==> src/rtl/attn_pkg.sv <==
// +----------------------------------------------------------------------------+
// | Module  : attn_pkg                                                          |
// | Brief   : Shared sizes, phase encodings and FSM states for the attention    |
// |           matmul sequencer.                                                 |
// | Revision: 1.0                                                               |
// +----------------------------------------------------------------------------+
`default_nettype none

package attn_pkg;

  localparam int ATTN_DIM      = 8;
  localparam int ATTN_IDX_W    = 6;
  localparam int ATTN_PIPE_LAT = 3;

  localparam logic [1:0] PH_LOAD = 2'd0;
  localparam logic [1:0] PH_QK   = 2'd1;
  localparam logic [1:0] PH_WV   = 2'd2;
  localparam logic [1:0] PH_OUT  = 2'd3;

  localparam int ST_W = 3;
  localparam logic [ST_W-1:0] ST_LOAD   = 3'd0;
  localparam logic [ST_W-1:0] ST_QK     = 3'd1;
  localparam logic [ST_W-1:0] ST_QK_DRN = 3'd2;
  localparam logic [ST_W-1:0] ST_WV     = 3'd3;
  localparam logic [ST_W-1:0] ST_WV_DRN = 3'd4;
  localparam logic [ST_W-1:0] ST_OUT    = 3'd5;
  localparam logic [ST_W-1:0] ST_FINISH = 3'd6;

endpackage

`default_nettype wire

==> src/rtl/attn_valid_pipe.sv <==
// +----------------------------------------------------------------------------+
// | Module  : attn_valid_pipe                                                   |
// | Brief   : DEPTH-stage {valid, idx} delay line matching the datapath's       |
// |           multiply/reduce latency; hold freezes every stage.                |
// | Revision: 1.0                                                               |
// +----------------------------------------------------------------------------+
`default_nettype none

module attn_valid_pipe #(
  parameter int DEPTH = 3,
  parameter int IDX_W = 6
) (
  input  logic             clk,
  input  logic             reset,
  input  logic             hold,
  input  logic             in_valid,
  input  logic [IDX_W-1:0] in_idx,
  output logic             out_valid,
  output logic [IDX_W-1:0] out_idx
);

  genvar gi;
  generate
    for (gi = 0; gi < DEPTH; gi++) begin : g_stage
      logic             w_src_vld;
      logic [IDX_W-1:0] w_src_idx;
      logic             r_vld;
      logic [IDX_W-1:0] r_idx;

      if (gi == 0) begin : g_head
        assign w_src_vld = in_valid;
        assign w_src_idx = in_idx;
      end else begin : g_tail
        assign w_src_vld = g_stage[gi-1].r_vld;
        assign w_src_idx = g_stage[gi-1].r_idx;
      end

      always_ff @(posedge clk or posedge reset) begin
        if (reset) begin
          r_vld <= 1'b0;
          r_idx <= '0;
        end else if (!hold) begin
          r_vld <= w_src_vld;
          r_idx <= w_src_idx;
        end
      end
    end
  endgenerate

  assign out_valid = g_stage[DEPTH-1].r_vld;
  assign out_idx   = g_stage[DEPTH-1].r_idx;

endmodule

`default_nettype wire

==> src/rtl/attn_matmul_sequencer.sv <==
// +----------------------------------------------------------------------------+
// | Module  : attn_matmul_sequencer                                             |
// | Brief   : Control FSM for the 8x8 attention engine: load Q/K/V, W=Q*K^T,    |
// |           O=W*V, stream O. Optional stall port under ATTN_SEQ_STALL_EN.     |
// | Revision: 1.0                                                               |
// +----------------------------------------------------------------------------+
`default_nettype none

module attn_matmul_sequencer
  import attn_pkg::*;
#(
  parameter int DIM      = ATTN_DIM,
  parameter int IDX_W    = ATTN_IDX_W,
  parameter int PIPE_LAT = ATTN_PIPE_LAT
) (
  input  logic                    clk,
  input  logic                    reset,
  input  logic                    en,
`ifdef ATTN_SEQ_STALL_EN
  input  logic                    stall,
`endif
  output logic                    load_we,
  output logic [IDX_W-1:0]        load_addr,
  output logic [1:0]              phase,
  output logic                    op_valid,
  output logic [$clog2(DIM)-1:0]  op_row,
  output logic [$clog2(DIM)-1:0]  op_col,
  output logic                    wr_en_w,
  output logic                    wr_en_o,
  output logic [IDX_W-1:0]        wr_addr,
  output logic [IDX_W-1:0]        rd_addr,
  output logic                    done,
  output logic                    busy
);

  localparam int RC_W  = $clog2(DIM);
  localparam int DRN_W = (PIPE_LAT > 1) ? $clog2(PIPE_LAT) : 1;
  localparam logic [IDX_W-1:0] LAST_IDX = IDX_W'(DIM*DIM - 1);
  localparam logic [IDX_W-1:0] ONE_IDX  = IDX_W'(1);
  localparam logic [DRN_W-1:0] LAST_DRN = DRN_W'(PIPE_LAT - 1);
  localparam logic [DRN_W-1:0] ONE_DRN  = DRN_W'(1);

  logic [ST_W-1:0]  r_state, w_next;
  logic [IDX_W-1:0] r_load_cnt, r_iss_cnt, r_rd_cnt;
  logic [DRN_W-1:0] r_drn_cnt;
  logic             r_rd_fin, r_done;
  logic             w_stall, w_issue, w_rd_valid, w_pipe_valid;
  logic [IDX_W-1:0] w_pipe_idx;

`ifdef ATTN_SEQ_STALL_EN
  assign w_stall = stall && (r_state != ST_LOAD) && (r_state != ST_FINISH);
`else
  assign w_stall = 1'b0;
`endif

  assign w_issue    = ((r_state == ST_QK) || (r_state == ST_WV)) && !w_stall;
  assign w_rd_valid = (r_state == ST_OUT) && !r_rd_fin && !w_stall;

  always_ff @(posedge clk or posedge reset) begin
    if (reset) r_state <= ST_LOAD;
    else       r_state <= w_next;
  end

  always_comb begin
    w_next = r_state;
    case (r_state)
      ST_LOAD:   if (en && (r_load_cnt == LAST_IDX))   w_next = ST_QK;
      ST_QK:     if (w_issue && (r_iss_cnt == LAST_IDX)) w_next = ST_QK_DRN;
      ST_QK_DRN: if (!w_stall && (r_drn_cnt == LAST_DRN)) w_next = ST_WV;
      ST_WV:     if (w_issue && (r_iss_cnt == LAST_IDX)) w_next = ST_WV_DRN;
      ST_WV_DRN: if (!w_stall && (r_drn_cnt == LAST_DRN)) w_next = ST_OUT;
      ST_OUT:    if (!w_stall && r_rd_fin)              w_next = ST_FINISH;
      ST_FINISH: if (en)                                w_next = ST_LOAD;
      default:                                          w_next = ST_LOAD;
    endcase
  end

  // Counters are cleared on their own terminal count so none ever exceeds N-1.
  always_ff @(posedge clk or posedge reset) begin
    if (reset) begin
      r_load_cnt <= '0;
      r_iss_cnt  <= '0;
      r_rd_cnt   <= '0;
      r_drn_cnt  <= '0;
      r_rd_fin   <= 1'b0;
      r_done     <= 1'b0;
    end else begin
      case (r_state)
        ST_LOAD: if (en) r_load_cnt <= (r_load_cnt == LAST_IDX) ? '0 : r_load_cnt + ONE_IDX;
        ST_QK, ST_WV:
          if (w_issue) r_iss_cnt <= (r_iss_cnt == LAST_IDX) ? '0 : r_iss_cnt + ONE_IDX;
        ST_QK_DRN, ST_WV_DRN:
          if (!w_stall) r_drn_cnt <= (r_drn_cnt == LAST_DRN) ? '0 : r_drn_cnt + ONE_DRN;
        ST_OUT:
          if (w_rd_valid) begin
            if (r_rd_cnt == LAST_IDX) r_rd_fin <= 1'b1;
            else                      r_rd_cnt <= r_rd_cnt + ONE_IDX;
          end
        ST_FINISH:
          if (en) begin
            r_load_cnt <= '0;
            r_iss_cnt  <= '0;
            r_rd_cnt   <= '0;
            r_drn_cnt  <= '0;
            r_rd_fin   <= 1'b0;
          end
        default: ;
      endcase
      if (!w_stall) r_done <= w_rd_valid;
    end
  end

  attn_valid_pipe #(
    .DEPTH (PIPE_LAT),
    .IDX_W (IDX_W)
  ) u_pipe (
    .clk       (clk),
    .reset     (reset),
    .hold      (w_stall),
    .in_valid  (w_issue),
    .in_idx    (r_iss_cnt),
    .out_valid (w_pipe_valid),
    .out_idx   (w_pipe_idx)
  );

  assign load_addr = r_load_cnt;
  assign op_row    = r_iss_cnt[2*RC_W-1:RC_W];
  assign op_col    = r_iss_cnt[RC_W-1:0];
  assign wr_addr   = w_pipe_idx;
  assign rd_addr   = r_rd_cnt;

  always_comb begin
    load_we  = 1'b0;
    wr_en_w  = 1'b0;
    wr_en_o  = 1'b0;
    phase    = PH_LOAD;
    busy     = 1'b1;
    case (r_state)
      ST_LOAD: begin
        load_we = en;
        busy    = (r_load_cnt != '0);
      end
      ST_QK, ST_QK_DRN: begin
        phase   = PH_QK;
        wr_en_w = w_pipe_valid && !w_stall;
      end
      ST_WV, ST_WV_DRN: begin
        phase   = PH_WV;
        wr_en_o = w_pipe_valid && !w_stall;
      end
      ST_OUT:    phase = PH_OUT;
      ST_FINISH: begin
        phase = PH_OUT;
        busy  = 1'b0;
      end
      default: ;
    endcase
    op_valid = w_issue;
    done     = r_done && !w_stall;
  end

endmodule

`default_nettype wire

==> config.mk <==
export PLATFORM = sky130hd
export DESIGN_NAME = attn_matmul_sequencer
export DESIGN_NICKNAME = d
export VERILOG_FILES = /design/src/rtl/attn_pkg.sv /design/src/rtl/attn_valid_pipe.sv /design/src/rtl/attn_matmul_sequencer.sv
export SDC_FILE = /design/constraint.sdc
export NUM_CORES = 1
export LEC_CHECK = 0
export CAP_MARGIN = 20
export CORE_AREA = 5 5 82 84
export CTS_CLUSTER_SIZE = 20
export DETAILED_ROUTE_END_ITERATION = 6
export DIE_AREA = 0 0 87 89
export DONT_BUFFER_PORTS = 1
export PLACE_DENSITY_LB_ADDON = 0.3
export SYNTH_ARGS = -nofsm -noshare
export SYNTH_HDL_FRONTEND = slang
export SYNTH_SLANG_ARGS = --single-unit
==> constraint.sdc <==
create_clock -name clk -period 2.1 [get_ports clk]
set_clock_uncertainty 0.15 [all_clocks]
set_input_delay 0.315 -clock clk [delete_from_list [all_inputs] [get_ports clk]]
set_output_delay 0.315 -clock clk [all_outputs]
set_load 0.03 [all_outputs]
==> results.txt, run 1 <==
Status: completed
Core Rows: 28
Upper clock frequency limit: 503 MHz
Leak pwr: 1.08 nW
RSZ-0062 raised after global routing: false
Vias in the first global route: 1494
Number of buffers inserted during clock tree synthesis: 5
Most numerous cell in the Yosys netlist: dfrtp_1
Reg-to-Reg Start: r_state[1]
Number of warnings reported in the yosys synthesis log: 0
Max H-tree Level: 2
Net count after synthesis: 202
Die height: 89 µm
Crit path max fanout: 5
Wire length per cell: 14.2 µm
Minimum period implied by the final worst setup slack: 1.99 ns
First-pass GRT wire length: 7390 µm
Final-report max-slew violation count: 0
Cell accounting for the most synthesized area: dfrtp_1
Detailed-route via count: 1486
Horiz. Die Dim: 87 µm
Max transition margin: 66.8%
Kind of path behind the tightest hold check: in2reg
Cell chosen for the clock root: clkbuf_8
Count of nets after finishing: 229
Number of post-CTS setup repair buffers: 0
Clock network latency to the later pin of the worst-skew pair: 0.30 ns
Number of flops mapped to enable cells by yosys: 0
Standard cell core area: 5850 µm²
First drt pass iteration count: 4
Setup TNS Final: 0 ns
Count of pins on the block boundary: 35
Number of diodes added for antenna fixing: 0
Clock-pin slew of the registers on the worst-case setup and hold paths: 0.09 ns
Setup crit start: load_addr[5]
Power Density: 1540 nW/µm²
Congestion Overflow GR: 0
Total setup violations reported at the end of the flow: 0
Growth of design area from synthesis to finish: 17.7%
Arrival time of the worst setup path: 1.52 ns
Avg Synthesized Cell Area: 10.3 µm²
Async S/R FF share, synth: 100%
Number of endpoints with negative hold slack in the final report: 0
Most used flip-flop cell after synthesis: dfrtp_1
Post-Syn Instances: 195
Detail Route Antenna Nets: 0
Post-Synthesis Cell Area: 2020 µm²
Proportion of layout cells with a drive suffix above 1: 19.3%
Most frequent cells after synthesis: 46 x dfrtp_1, 23 x nand2_1, 23 x o21ai_0
Post-detail-place hpwl: 3040 µm
Hold wc startpoint: en
Number of DRC violations after detailed routing: 0
Final standard cell area without fillers: 2370 µm²
Post-route clock period utilization: 94.6%
TritonCTS sink count: 46
Cell types with the largest area share after synthesis: dfrtp_1 57%, o21ai_0 5.7%, nand2_1 4.3%
GR Util All Layers: 12.1%
Worst slew pin tran: 0.497 ns
Largest net degree at the start of global routing: 25
Area post-placement: 2260 µm²
Max_cap viols: 0
CTS tree: built
Number of design-rule violations left by the first detailed-router iteration: 96
Initial Utilization: 34.5%
CTS max path bufs: 2
Port Buf Inserts: 0
Weighted congestion at the end of routability-driven global placement: 0.756
Mean number of vias per cell: 4.99
Number of register bits inferred by synthesis: 46
Classification of the worst setup path: reg2out
Area of the die: 7740 µm²
Fraction of synthesized cell area taken by the top area cell type: 57.1%
Required time reported for the critical path endpoint: 1.63 ns
Peak supply drop: 0.000875 V
Sequential share of the synthesized area: 57.1%
Number of antenna violations at the first check in global routing: 0
Power consumption: 3.66 mW
Number of distinct library cell variants in the gate-level netlist after synthesis: 39
DRT Wirelength: 4230 µm
Launching element type of the critical path: flop
Critical path capture point type: primary output
per-layer routing:
metal / vias to the layer above / routed length [µm] / part of all wire, % / track usage (%)
met5: - / 0 / 0 / 0
li1: 746 / - / - / -
met4: 0 / 53 / 1.3 / 4.53
met1: 704 / 2040 / 48 / 16.6
met3: 5 / 238 / 5.6 / 3.32
met2: 31 / 1900 / 45 / 18.2
timing repair:
item | in CTS | in global routing
resized for setup | 2 | 2
hold buffers | 1 | 0
setup endpoints to repair | 1 | 2
hold endpoints to repair | 22 | 0
where the power goes:
part           switching, mW  leakage [nW]  internal, mW  total (mW)
clock                  0.323        0.0447         0.241       0.564
sequential             0.451         0.552          1.23        1.68
combinational          0.876         0.478         0.544        1.42
layout by cell type (no fill, tap or decap), types with 2 or more instances in the layout:
cell type and instances:
nor4_1 2, nand2_1 23, buf_4 25, a31oi_1 3, dfrtp_1 43, and3_4 2, a21oi_1 12, o21ai_0 23
nor2_1 11, a21o_1 3, nor3_1 7, nor2b_1 3, o21ai_1 2, inv_1 6, nand2b_1 2, nand3_1 11
dfrtp_2 3, clkbuf_8 5, or4_1 2, and3_1 3, inv_2 2, xor2_1 2, xnor2_1 2, ha_1 4
mux2i_1 2
final cells by class:
type                            instances  area (µm²)
Clock buffer                            5        68.8
Inverter                                8        30.0
Fill cell                             558        3480
Timing Repair Buffer                   26         198
Tap cell                               75        93.8
Sequential cell                        46        1150
Multi-Input combinational cell        135         803
Clock inverter                          3        25.0
worst max-delay path, cell delays in order (launching register included):
cell,delay [ns]
dfrtp_1,0.53
nor4_1,0.28
nand3_1,0.11
a21o_1,0.29
path summary, 6_finish.rpt:
| kind | end | slack, ns | cells past startpoint |
|---|---|---|---|
| max | busy | 0.11 | 3 |
| min | r_state[0] | 0.13 | 2 |
| max reg2reg | rd_addr[2] | 0.32 | 5 |
| min reg2reg | u_pipe.g_stage[1].r_idx[2] | 0.20 | 0 |
| max in group asynchronous | u_pipe.out_idx[2] | 0.77 | 3 |
| min in group asynchronous | done | 0.35 | 2 |
kinds of logic after synthesis:
group	after synthesis	synth area share, %
AOI/OAI and AO/OA	50	14.4
buffers and inverters	14	3.23
adders and majority gates	4	2.48
xor gates and xnor gates	4	1.74
and+or+nand+nor	75	20.1
DFF	46	57.1
muxes	2	0.993
metrics by stage:
| step | util, % | setup WS, ns | hold slack (ns) | cells |
|---|---|---|---|---|
| after detailed placement | 38.7 | 0.249 | 0.118 | 289 |
| after global placement | 38.7 | 0.323 | 0.117 | 289 |
| after global routing | 40.6 | 0.0180 | 0.155 | 298 |
| final | 40.6 | 0.113 | 0.130 | 298 |
| after CTS | 40.5 | 0.0529 | 0.123 | 298 |
| after floorplan | - | 0.0807 | 0.181 | 195 |
registers in the layout (all words and copies together) (netlist names), 2 cells and up:
signal,flops
u_pipe.g_stage.r_vld,2
u_pipe.g_stage.r_idx,12
r_iss_cnt,6
r_drn_cnt,2
load_addr,6
u_pipe.out_idx,6
rd_addr,6
r_state,3
Power figures use the tool's default switching activity.
==> inputs of run 2 (changes only) <==
--- a/config.mk
+++ b/config.mk
@@ -7,7 +7,8 @@
 export LEC_CHECK = 0
 export CAP_MARGIN = 20
 export CORE_AREA = 5 5 82 84
-export CTS_CLUSTER_SIZE = 20
+export CTS_BUF_LIST = sky130_fd_sc_hd__clkbuf_4
+export CTS_CLUSTER_SIZE = 14
 export DETAILED_ROUTE_END_ITERATION = 6
 export DIE_AREA = 0 0 87 89
 export DONT_BUFFER_PORTS = 1
==> run 2 against run 1 <==
Count of clock-buffer cells in the layout did not move. Clock power down 19%. Sequential cell count did not move. Largest power group unchanged. Maximum frequency is 2.8% lower. Final cell count up 1.3%. Core utilization rose by 0.064 points. Largest cell class unchanged. Die area unchanged. Worst setup slack got worse by 0.056 ns. Highest routed layer unchanged. Design area is 0.16% higher. Critical path depth did not move.
==> results.txt, run 2 (synthesis results as in run 1) <==
Upper clock frequency limit: 490 MHz (was 503 MHz)
Seq. cell area: 1160 µm² (was 1150 µm²)
Post-detail-place hpwl: 3040 µm (unchanged)
CTS tree: built (unchanged)
Cell chosen for the clock root: clkbuf_4 (was clkbuf_8)
DRT Wirelength: 4370 µm (was 4230 µm)
Reg-to-Reg Start: r_state[1] (unchanged)
Largest register FFs: 12 (unchanged)
Clock network latency to the later pin of the worst-skew pair: 0.37 ns (was 0.30 ns)
Max transition margin: 66.8% (about the same)
Initial Utilization: 34.5% (unchanged)
Post-route clock period utilization: 97.3% (was 94.6%)
Horiz. Die Dim: 87 µm (unchanged)
Number of diodes added for antenna fixing: 0 (unchanged)
Share of the core filled with cells: 40.6% (about the same)
Stage delay of the slowest cell on the critical path: 0.50 ns (was 0.53 ns)
Count of nets after finishing: 233 (was 229)
GR Util All Layers: 12.1% (unchanged)
Number of endpoints with negative hold slack in the final report: 0 (unchanged)
Proportion of layout cells with a drive suffix above 1: 21.6% (was 19.3%)
Cells after DPL: 289 (unchanged)
Worst slew pin tran: 0.497 ns (about the same)
Non-Filler Instances: 302 (was 298)
Number of DRC violations after detailed routing: 0 (unchanged)
First drt pass iteration count: 4 (unchanged)
Max H-tree Level: 2 (unchanged)
Detail Route Antenna Nets: 0 (unchanged)
Number of design-rule violations left by the first detailed-router iteration: 63 (was 96)
Peak supply drop: 0.000874 V (was 0.000875 V)
FILL cells: 564 (was 558)
Multi-input combinational cell area: 808 µm² (was 803 µm²)
Hold wc startpoint: en (unchanged)
Number of buffer and inverter instances along the worst setup path: 0 (unchanged)
Minimum period implied by the final worst setup slack: 2.04 ns (was 1.99 ns)
Final standard cell area without fillers: 2380 µm² (was 2370 µm²)
Classification of the worst setup path: reg2out (unchanged)
Cell count of the worst reg-to-reg path: 5 (unchanged)
First-pass GRT wire length: 7370 µm (was 7390 µm)
Number of stages on the worst hold path: 2 (unchanged)
Status: completed (unchanged)
Mean number of vias per cell: 5.01 (was 4.99)
Register with the highest flop count: u_pipe.g_stage.r_idx (unchanged)
Die height: 89 µm (unchanged)
RR Endpoint: rd_addr[2] (unchanged)
Final-report max-slew violation count: 0 (unchanged)
Required time reported for the critical path endpoint: 1.63 ns (about the same)
Area post-placement: 2260 µm² (unchanged)
Clock-pin slew of the registers on the worst-case setup and hold paths: 0.15 ns (was 0.09 ns)
Number of buffers inserted during clock tree synthesis: 5 (unchanged)
Worst hold endpoint: r_state[1] (was r_state[0])
Slowest stage cell on the critical path: dfrtp_2 (was dfrtp_1)
Power consumption: 3.58 mW (was 3.66 mW)
Leak pwr: 1.08 nW (about the same)
Wire length per cell: 14.5 µm (was 14.2 µm)
Setup TNS Final: 0 ns (unchanged)
Launching element type of the critical path: flop (unchanged)
Kind of path behind the tightest hold check: in2reg (unchanged)
Number of antenna violations at the first check in global routing: 0 (unchanged)
Congestion Overflow GR: 0 (unchanged)
Power Density: 1510 nW/µm² (was 1540 nW/µm²)
Count of pins on the block boundary: 35 (unchanged)
Detailed-route via count: 1513 (was 1486)
Arrival time of the worst setup path: 1.58 ns (was 1.52 ns)
Max_cap viols: 0 (unchanged)
Commonest cells after routing, fill and taps aside: 41 x dfrtp_1, 28 x buf_4, 23 x nand2_1, 23 x o21ai_0, 12 x a21oi_1 (was 43 x dfrtp_1, 25 x buf_4, 23 x nand2_1, 23 x o21ai_0, 12 x a21oi_1)
Weighted congestion at the end of routability-driven global placement: 0.756 (unchanged)
RSZ-0062 raised after global routing: false (unchanged)
Core Rows: 28 (unchanged)
Largest net degree at the start of global routing: 25 (unchanged)
TritonCTS sink count: 46 (unchanged)
Port Buf Inserts: 0 (unchanged)
Most common cell after layout, fill and taps aside: dfrtp_1 (unchanged)
Crit path max fanout: 9 (was 5)
Setup slack, reg-to-reg: 0.33 ns (was 0.32 ns)
CP top delay family: flip-flops (unchanged)
Cells along the critical path: nor4_1, nand3_1, a21o_1 (unchanged)
Area of the die: 7740 µm² (unchanged)
Total setup violations reported at the end of the flow: 0 (unchanged)
Growth of design area from synthesis to finish: 17.9% (was 17.7%)
CTS max path bufs: 2 (unchanged)
Standard cell core area: 5850 µm² (unchanged)
Critical path capture point type: primary output (unchanged)
Vias in the first global route: 1493 (was 1494)
==> run 2: cell types whose count changed in the layout (fill, tap and decap cells not counted), sizes merged <==
| cell | before | now |
|---|---|---|
| clkbuf | 5 | 6 |
| buf | 25 | 28 |
==> run 2: worst max path at each step <==
stage	from	endpoint	cells past startpoint
floorplan	r_state[1]	wr_en_w	3
global placement	r_state[1]	rd_addr[2]	5
detailed placement	r_state[1]	rd_addr[2]	5
CTS	r_state[2]	wr_en_o	5
global route	r_state[0]	wr_en_w	3
finish	load_addr[2]	busy	3
==> run 2: final cells by class <==
| cell class | count | share of cell area (%) |
|---|---|---|
| inverter | 8 | 1.26 |
| clock inverter | 3 | 1.05 |
| multi-input combinational | 135 | 34.0 |
| timing repair buffer | 30 | 9.47 |
| sequential | 46 | 48.7 |
| tap | 75 | 3.95 |
| clock buffer | 5 | 1.58 |
==> run 2: repair_timing <==
action / in CTS / in global routing
endpoints found under the setup margin: 4 / 4
resized for setup: 4 / 3
hold buffers: 1 / 0
buffers inserted: 0 / 4
hold endpoints to repair: 22 / 0
==> run 2: per-layer routing <==
metal | part of all wire [%] | vias up | wire length, µm | global-route usage, %
li1 | - | 754 | - | -
met1 | 47 | 722 | 2070 | 16.6
met2 | 46 | 32 | 2000 | 18.2
met3 | 5.4 | 5 | 237 | 3.32
met4 | 1.4 | 0 | 59 | 4.53
met5 | 0 | - | 0 | 0
==> run 2: per-stage QoR <==
step	hold WS (ns)	worst slack [ns]
5_1_grt	0.0678	0.00909
2_1_floorplan	0.181	0.0807
3_5_place_dp	0.118	0.249
4_1_cts	0.0408	0.00203
6_report	0.0505	0.0573
3_3_place_gp	0.117	0.323
==> run 2: where the power goes <==
group	internal [mW]	total [mW]	switching (mW)
Sequential	1.23	1.68	0.453
Clock	0.137	0.458	0.320
Combinational	0.560	1.45	0.885
Total	1.92	3.58	1.66
==> run 2: worst reg2reg max path: stages (launching register included) <==
cell       delay, ns
dfrtp_2         0.54
nand4bb_1       0.32
inv_1           0.18
o21ai_1         0.20
a21oi_1         0.19
mux2i_1         0.09
==> inputs of run 3 (changes only) <==
==> constraint.sdc (replaced) <==
create_clock -name clk -period 2.1 [get_ports clk]
set_clock_uncertainty 0.15 [all_clocks]
set_input_delay 0.42 -clock clk [delete_from_list [all_inputs] [get_ports clk]]
set_output_delay 0.42 -clock clk [all_outputs]
set_load 0.03 [all_outputs]
==> run 3 against run 2 <==
Non-clock buffer count increased by 7. Via count increased by 4.8%. Routed wire length decreased by 0.16%. Sequential power decreased by 4%. Worst setup slack got worse by 0.0076 ns. Die area unchanged. Design area increased by 4.1%. Hold slack improved by 0.10 ns. Maximum frequency decreased by 0.37%. Combinational power increased by 16%. Register-to-register slack got worse by 0.02 ns.
==> results.txt, run 3 (synthesis results as in run 1) <==
Number of antenna violations at the first check in global routing: 0 (unchanged)
Largest net degree at the start of global routing: 25 (unchanged)
Number of design-rule violations left by the first detailed-router iteration: 55 (was 63)
CTS tree: built (unchanged)
TritonCTS sink count: 46 (unchanged)
Slowest stage cell on the critical path: dfrtp_2 (unchanged)
Kind of path behind the tightest hold check: in2reg (unchanged)
Most repeated library cell on the critical path: buf_6
First drt pass iteration count: 4 (unchanged)
Crit path max fanout: 6 (was 9)
Proportion of layout cells with a drive suffix above 1: 25.6% (was 21.6%)
First-pass GRT wire length: 7220 µm (was 7370 µm)
Net switching share of the total power: 45.4% (was 46.3%)
Register with the highest flop count: u_pipe.g_stage.r_idx (unchanged)
CTS max path bufs: 2 (unchanged)
Pre-CTS worst setup slack: 0.292 ns (was 0.249 ns)
Met2 global-route usage: 19.2% (was 18.2%)
Wire length per cell: 14.1 µm (was 14.5 µm)
Leak pwr: 1.12 nW (was 1.08 nW)
Global Route met1 Usage: 14.6% (was 16.6%)
Detailed-route via count: 1586 (was 1513)
Status: completed (unchanged)
Number of diodes added for antenna fixing: 0 (unchanged)
Sequential share of power: 43.3% (was 46.9%)
Worst slew pin tran: 0.433 ns (was 0.497 ns)
Clock network latency to the later pin of the worst-skew pair: 0.37 ns (about the same)
Post-route clock period utilization: 97.6% (was 97.3%)
Detail Route Antenna Nets: 0 (unchanged)
CP top delay family: flip-flops (unchanged)
Final-report max-slew violation count: 0 (unchanged)
Most common cell after layout, fill and taps aside: dfrtp_1 (unchanged)
Cells along the critical path: buf_6, xor2_2, and3_1, buf_6 (was nor4_1, nand3_1, a21o_1)
Area of the die: 7740 µm² (unchanged)
Required time reported for the critical path endpoint: 1.53 ns (was 1.63 ns)
Upper clock frequency limit: 488 MHz (was 490 MHz)
Minimum period implied by the final worst setup slack: 2.05 ns (was 2.04 ns)
Number of DRC violations after detailed routing: 0 (unchanged)
Count of pins on the block boundary: 35 (unchanged)
Largest register FFs: 12 (unchanged)
Arrival time of the worst setup path: 1.48 ns (was 1.58 ns)
Die height: 89 µm (unchanged)
RSZ-0062 raised after global routing: true (was false)
Count of nets after finishing: 240 (was 233)
Growth of design area from synthesis to finish: 22.6% (was 17.9%)
DRT Wirelength: 4360 µm (was 4370 µm)
Portion of total power attributed to the clock network: 11.9% (was 12.8%)
Clock-pin slew of the registers on the worst-case setup and hold paths: 0.13 ns (was 0.15 ns)
Top Usage Layer GRT: met2 (unchanged)
Net switching power figure: 1.70 mW (was 1.66 mW)
Internal power summed over all cells: 2.04 mW (was 1.92 mW)
Horiz. Die Dim: 87 µm (unchanged)
Port Buf Inserts: 0 (unchanged)
Number of endpoints with negative hold slack in the final report: 0 (unchanged)
Max H-tree Level: 2 (unchanged)
Number of buffers inserted during clock tree synthesis: 5 (unchanged)
Vias in the first global route: 1511 (was 1493)
Final standard cell area without fillers: 2470 µm² (was 2380 µm²)
Critical path capture point type: primary output (unchanged)
Initial Utilization: 34.5% (unchanged)
Stage delay of the slowest cell on the critical path: 0.49 ns (was 0.50 ns)
GR Util All Layers: 11.9% (was 12.1%)
Number of buffer and inverter instances along the worst setup path: 2 (was 0)
Weighted congestion at the end of routability-driven global placement: 0.810 (was 0.756)
Post-detail-place hpwl: 3100 µm (was 3040 µm)
PnR worst setup slack: 0.0496 ns (was 0.0573 ns)
Gate power share: 44.9% (was 40.3%)
Cell chosen for the clock root: clkbuf_4 (unchanged)
Core Rows: 28 (unchanged)
Standard cell core area: 5850 µm² (unchanged)
Routing usage on met3: 4.42% (was 3.32%)
Mean number of vias per cell: 5.13 (was 5.01)
Congestion Overflow GR: 0 (unchanged)
Power Density: 1510 nW/µm² (about the same)
Commonest cells after routing, fill and taps aside: 42 x dfrtp_1, 32 x buf_4, 23 x nand2_1, 23 x o21ai_0, 12 x a21oi_1 (was 41 x dfrtp_1, 28 x buf_4, 23 x nand2_1, 23 x o21ai_0, 12 x a21oi_1)
Peak supply drop: 0.000820 V (was 0.000874 V)
Classification of the worst setup path: reg2out (unchanged)
Area post-placement: 2290 µm² (was 2260 µm²)
Total setup violations reported at the end of the flow: 0 (unchanged)
Launching element type of the critical path: flop (unchanged)
Max transition margin: 71.1% (was 66.8%)
Max_cap viols: 0 (unchanged)
==> run 3: cell types whose count changed in the layout (fill, tap and decap cells not counted), sizes merged <==
cell and change:
clkinv -1, clkbuf -1, clkinvlp +1, buf +8
==> run 3: stage by stage <==
stage               util (%)  setup TNS (ns)  instances  hold WS [ns]  total power [mW]
detailed placement      39.1               0        291         0.185              3.15
finish                  42.3               0        309         0.151              3.74
global route            42.3          -0.124        309         0.140              4.03
CTS                     40.7         -0.0161        301         0.138              3.63
global placement        39.1               0        291         0.181              3.15
floorplan                  -               0        195         0.181              2.63
==> run 3: routing by layer <==
layer,vias up,share of wire (%)
met5,-,0
met4,0,1.6
met3,9,8.1
met2,45,47
met1,768,43
li1,764,-
==> run 3: timing repair <==
item,CTS,global route
setup buffers,1,8
gates resized for setup,8,9
pin swaps,0,4
hold buffers,1,0
endpoints found under the setup margin,5,4
endpoints found under the hold margin,46,0
==> run 3: path summary, 6_finish.rpt <==
| kind | end | slack (ns) | depth (start not counted) | from |
|---|---|---|---|---|
| setup / recovery | wr_en_w | 0.05 | 4 | r_state[0] |
| hold / removal | r_state[0] | 0.15 | 2 | en |
| setup reg to reg | r_drn_cnt[0] | 0.31 | 7 | r_state[1] |
| hold reg to reg | u_pipe.g_stage[1].r_idx[5] | 0.21 | 0 | u_pipe.g_stage[0].r_idx[5] |
| max in group asynchronous | load_addr[2] | 1.17 | 3 | reset |
| min in group asynchronous | rd_addr[4] | 0.38 | 3 | reset |
==> run 3: layout make-up <==
type	count	area [µm²]
clock buffer	5	37.5
clock inverter	3	23.8
fill	569	3380
inverter	8	30.0
multi-input combinational	135	837
sequential	46	1160
tap	75	93.8
timing repair buffer	37	295
==> run 3: power by group through the flow <==
stage	Combinational, mW	Clock (mW)	Sequential (mW)
2_1_floorplan	0.808	0	1.83
3_3_place_gp	1.51	0	1.64
3_5_place_dp	1.51	0	1.65
4_1_cts	1.53	0.466	1.64
5_1_grt	1.86	0.503	1.67
6_report	1.68	0.443	1.62
